$ cat src/rtl/hazard_ctrl.sv
// hazard_ctrl: stall/flush controller for the 5-stage in-order pipeline.
// Tracks in-flight destinations for EX, MEM and WB and stalls on RAW hazards
// (no forwarding), flushes on redirects and freezes while memory is busy.
// Optional feature macro: HZD_WB_CHECK_EN (WB entry also takes part in matching,
// for a register file without write-before-read).
// All state changes on the falling edge of clk_HZD.
module hazard_ctrl #(
    parameter int unsigned XLEN = 32
) (
    input  logic            clk_HZD,
    input  logic            rstn_HZD,
    input  logic            valid_ID,
    input  logic [4:0]      Rs1_addr_ID,
    input  logic [4:0]      Rs2_addr_ID,
    input  logic            Rs1_used_ID,
    input  logic            Rs2_used_ID,
    input  logic [4:0]      Rd_addr_ID,
    input  logic            RegWrite_ID,
    input  logic            redirect_EX,
    input  logic            mem_busy,
    output logic            en_PC,
    output logic            en_IFID,
    output logic            NOP_IFID,
    output logic            en_IDEX,
    output logic            NOP_IDEX,
    output logic            raw_hazard,
    output logic [XLEN-1:0] stall_cnt,
    output logic [XLEN-1:0] flush_cnt
);

    typedef struct packed {
        logic       v;
        logic [4:0] rd;
    } sb_entry_t;

    sb_entry_t       r_sb_ex, r_sb_mem, r_sb_wb;
    logic [XLEN-1:0] r_stall_cnt, r_flush_cnt;

    logic w_match_ex, w_match_mem, w_match_wb;
    logic w_hazard, w_flush, w_stall;

    // x0 never matches, neither as source nor as a recorded destination.
    function automatic logic src_match(input logic used, input logic [4:0] addr,
                                       input sb_entry_t e);
        return used && (addr != 5'd0) && e.v && (e.rd == addr);
    endfunction

    // Hazard detection against the scoreboard entries.
    always_comb begin
        w_match_ex  = src_match(Rs1_used_ID, Rs1_addr_ID, r_sb_ex)
                   || src_match(Rs2_used_ID, Rs2_addr_ID, r_sb_ex);
        w_match_mem = src_match(Rs1_used_ID, Rs1_addr_ID, r_sb_mem)
                   || src_match(Rs2_used_ID, Rs2_addr_ID, r_sb_mem);
`ifdef HZD_WB_CHECK_EN
        w_match_wb  = src_match(Rs1_used_ID, Rs1_addr_ID, r_sb_wb)
                   || src_match(Rs2_used_ID, Rs2_addr_ID, r_sb_wb);
`else
        w_match_wb  = 1'b0;
`endif
        w_hazard = valid_ID && (w_match_ex || w_match_mem || w_match_wb);
        // Freeze outranks flush, flush outranks stall.
        w_flush  = !mem_busy && redirect_EX;
        w_stall  = !mem_busy && !redirect_EX && w_hazard;
    end

`ifndef HZD_WB_CHECK_EN
    // WB is tracked but never consulted in this build.
    logic w_unused_sb_wb;
    assign w_unused_sb_wb = ^r_sb_wb;
`endif

    // Pipeline register controls; reset forces plain flow with no bubbles.
    always_comb begin
        en_PC      = 1'b1;
        en_IFID    = 1'b1;
        en_IDEX    = 1'b1;
        NOP_IFID   = 1'b0;
        NOP_IDEX   = 1'b0;
        raw_hazard = 1'b0;
        if (rstn_HZD) begin
            raw_hazard = w_hazard;
            if (mem_busy) begin
                en_PC   = 1'b0;
                en_IFID = 1'b0;
                en_IDEX = 1'b0;
            end else if (redirect_EX) begin
                NOP_IFID = 1'b1;
                NOP_IDEX = 1'b1;
            end else if (w_hazard) begin
                en_PC    = 1'b0;
                en_IFID  = 1'b0;
                NOP_IDEX = 1'b1;
            end
        end
    end

    // Scoreboard shift and saturating counters; everything holds while frozen.
    always_ff @(negedge clk_HZD or negedge rstn_HZD) begin
        if (!rstn_HZD) begin
            r_sb_ex     <= '0;
            r_sb_mem    <= '0;
            r_sb_wb     <= '0;
            r_stall_cnt <= '0;
            r_flush_cnt <= '0;
        end else if (!mem_busy) begin
            r_sb_wb    <= r_sb_mem;
            r_sb_mem   <= r_sb_ex;
            // A bubble enters EX on flush or stall.
            r_sb_ex.v  <= valid_ID && RegWrite_ID && (Rd_addr_ID != 5'd0)
                       && !w_flush && !w_stall;
            r_sb_ex.rd <= Rd_addr_ID;
            if (w_stall && (r_stall_cnt != '1)) begin
                r_stall_cnt <= r_stall_cnt + XLEN'(1);
            end
            if (w_flush && (r_flush_cnt != '1)) begin
                r_flush_cnt <= r_flush_cnt + XLEN'(1);
            end
        end
    end

    assign stall_cnt = r_stall_cnt;
    assign flush_cnt = r_flush_cnt;

endmodule

$ cat config.mk
export PLATFORM = sky130hd
export DESIGN_NAME = hazard_ctrl
export DESIGN_NICKNAME = d
export VERILOG_FILES = /design/src/rtl/hazard_ctrl.sv
export SDC_FILE = /design/constraint.sdc
export NUM_CORES = 1
export LEC_CHECK = 0
export BUFFER_PORTS_ARGS = -buffer_cell sky130_fd_sc_hd__buf_2
export CAP_MARGIN = 10
export CORE_MARGIN = 3
export CORE_UTILIZATION = 35
export CTS_CLUSTER_SIZE = 8
export DETAILED_ROUTE_END_ITERATION = 10
export HOLD_SLACK_MARGIN = 0.03
export SKIP_CTS_REPAIR_TIMING = 1
export SYNTH_ARGS = -nofsm -noshare
export SYNTH_HDL_FRONTEND = slang
export SYNTH_SLANG_ARGS = --single-unit
$ cat constraint.sdc
create_clock -name clk_HZD -period 2.3 [get_ports clk_HZD]
set_input_delay 0.345 -clock clk_HZD [delete_from_list [all_inputs] [get_ports clk_HZD]]
set_output_delay 0.345 -clock clk_HZD [all_outputs]
set_load 0.005 [all_outputs]
==> impl_metrics.tcl <==
set metrics [dict create \
    powerDensity_mw_per_mm2 550 \
    via_count 3729 \
    drv_slew 0 \
    final_area_sq_mm 0.00647 \
    start_util_pct 36.2 \
    drive_above_1_share_pct 55.4 \
    ys_async_sr_fraction_pct 100 \
    ant_nets 0 \
    clock_sinks 76 \
    die_x_microns 112 \
    maxCapViolCount 0 \
    worst_slack_ns -1.08 \
    rows 38 \
    place_area_sq_mm 0.00510 \
    grt.busiest_layer "met2" \
    die-area_sq_mm 0.0126 \
    grt-ovfl-total 0 \
    area_growth_pct 63.2 \
    path_class "reg -> out" \
    synth-seq-cells 76 \
    synth_top_area_share_pct 48.0 \
    track_usage_pct 16.1 \
    ir_drop_mv 0.464 \
    worst_pin_slew_ns 0.439 \
    wl_per_cell_microns 15.4 \
    drt-total-wl_microns 11600 \
    worstSetupStartpointType "flip-flop" \
    finalSetupTns_ns -29.69 \
    status "finished with violations" \
    grtUsageMet2_pct 26.7 \
    multi_input_area_sq_mm 0.00243 \
    yosysTopAreaCell "dfrtn_1" \
    clockBufferDepth 2 \
    register_area_sq_mm 0.00190 \
    first_pass_iters 4 \
    diodes 0 \
    gr-usage-met1_pct 20.6 \
    hp-class "reg -> reg" \
    hold_viol 0 \
    yosys-top-cells-area "dfrtn_1, xnor2_1, xor2_1, mux2_2, nand3_1" \
    fill_cells 919 \
    cts_buffers 9 \
    crit_required_ns 1.96 \
    use_met3_pct 4.69 \
    fin_nets 635 \
    cts_root_buffer "clkbuf_16" \
    tritoncts "done" \
    crit_fanout 3 \
    grt_setup_unrepaired "true" \
    yosysMostFrequentCell "dfrtn_1" \
    synth_edf_count 0 \
    grt_pass1_vias 3373 \
    finalSetupViolCount 126 \
    yosys-top-cells-count "dfrtn_1, xnor2_1, nand2_1, nand3_1, nand4_1" \
    power.leakage_nw 3.16 \
    dpl_worst_slack_ns -0.942 \
    yosysSeqAreaShare_pct 48.0 \
    end_kind "output pin" \
    yosysWarnings 0 \
    p_total_mw 3.55 \
    grt_pass1_wl_microns 16500 \
    vias_per_cell 4.94 \
    core_sq_mm 0.0109 \
    syn_nets 396 \
    antenna_found_initial 0 \
    drc 0 \
    htreeDepth 3 \
    slew_headroom_pct 70.7 \
    syn_area_per_cell_sq_um 10.7 \
    violations "negative setup slack" \
    syn_area_sq_mm 0.00396 \
    drt_iter0_markers 195 \
    fin_worst_skew_ns 0.00550 \
    synthCells 371 \
    gp_congestion 0.870 \
    portBuffers 92 \
    synthFlopType "dfrtn_1" \
    clk_latency_ns 0.34 \
    synth_cell_types 43 \
    ios 93 \
    cp.arrival_ns 3.03 \
    die_y_microns 112 \
    dpl.hpwl_microns 7250 \
    clk_pin_slew_ns 0.05 \
    grt_max_degree 81 \
]
==> where the power goes <==
group,total [mW],switching [mW],internal (mW)
Clock,1.44,0.592,0.846
Sequential,1.49,0.0673,1.43
Combinational,0.624,0.277,0.346
Total,3.55,0.936,2.62
==> metrics by stage <==
step	cells	hold WS [ns]	utilization (%)
finish	755	0.440	59.1
global route	755	0.474	59.1
global placement	647	0.417	46.7
floorplan	371	0.418	-
CTS	663	0.430	49.4
detailed placement	647	0.431	46.7
==> critical path, cell delays in order, from the launching register on <==
cell	delay, ns
dfrtn_1	0.47
xnor2_1	0.14
nand4_1	0.17
o22ai_4	0.20
a22o_4	0.15
buf_6	0.10
nor2_4	0.03
nor3_2	0.13
buf_2	0.13
==> final cells by class <==
cell class | count | share of cell area, %
Timing Repair Buffer | 238 | 25.2
Inverter | 6 | 0.426
Tap cell | 140 | 2.71
Clock buffer | 9 | 3.48
Clock inverter | 7 | 1.16
Multi-Input combinational cell | 279 | 37.6
Sequential cell | 76 | 29.4
==> cell families after synthesis <==
logic type / Yosys count / synth area share (%)
AO/OA/AOI/OAI: 12 / 2.68
XOR/XNOR: 82 / 18.1
adder cells (fa/ha/maj): 2 / 0.631
buffers and inverters: 18 / 2.21
flip-flops: 76 / 48.0
multiplexers: 13 / 3.69
AND/OR/NAND/NOR: 168 / 24.7
==> registers in the layout (all words and copies together) (netlist names) <==
name	flops
r_sb_ex	6
flush_cnt	32
stall_cnt	32
r_sb_mem	6
==> metal layers <==
layer  wire [microns]  vias up
li1                 -     1793
met5                0        -
met1             5050     1841
met2             5870       85
met3              610       10
met4              107        0
==> path summary, 6_finish.rpt <==
path	startpoint	to	slack [ns]	cells past startpoint
worst min-delay path	stall_cnt[13]$_DFFE_NN0P_	stall_cnt[13]$_DFFE_NN0P_	0.44	1
min in group asynchronous	rstn_HZD	stall_cnt[21]$_DFFE_NN0P_	1.06	2
max in group asynchronous	rstn_HZD	flush_cnt[13]$_DFFE_NN0P_	0.86	2
worst max-delay path	r_sb_ex[4]$_DFFE_NN0N_	NOP_IDEX	-1.08	8
worst min register to register	stall_cnt[13]$_DFFE_NN0P_	stall_cnt[13]$_DFFE_NN0P_	0.44	1
worst max register to register	flush_cnt[27]$_DFFE_NN0P_	flush_cnt[0]$_DFFE_NN0P_	0	10
==> layout by cell type (no fill, tap or decap), types with 4 or more instances in the layout <==
cell / instances
xnor2_1: 61
xor2_1: 17
nand4_1: 21
nor3_1: 6
nor2_4: 7
nor2_1: 9
and2_1: 5
nand3_1: 17
nand3_2: 14
nor4b_2: 7
buf_2: 90
and3_1: 7
clkbuf_16: 9
buf_4: 135
nand2_1: 32
dfrtn_1: 76
inv_1: 5
buf_6: 10
mux2_2: 12
and4_1: 4
Note: power is estimated with default switching activity, not from simulation.
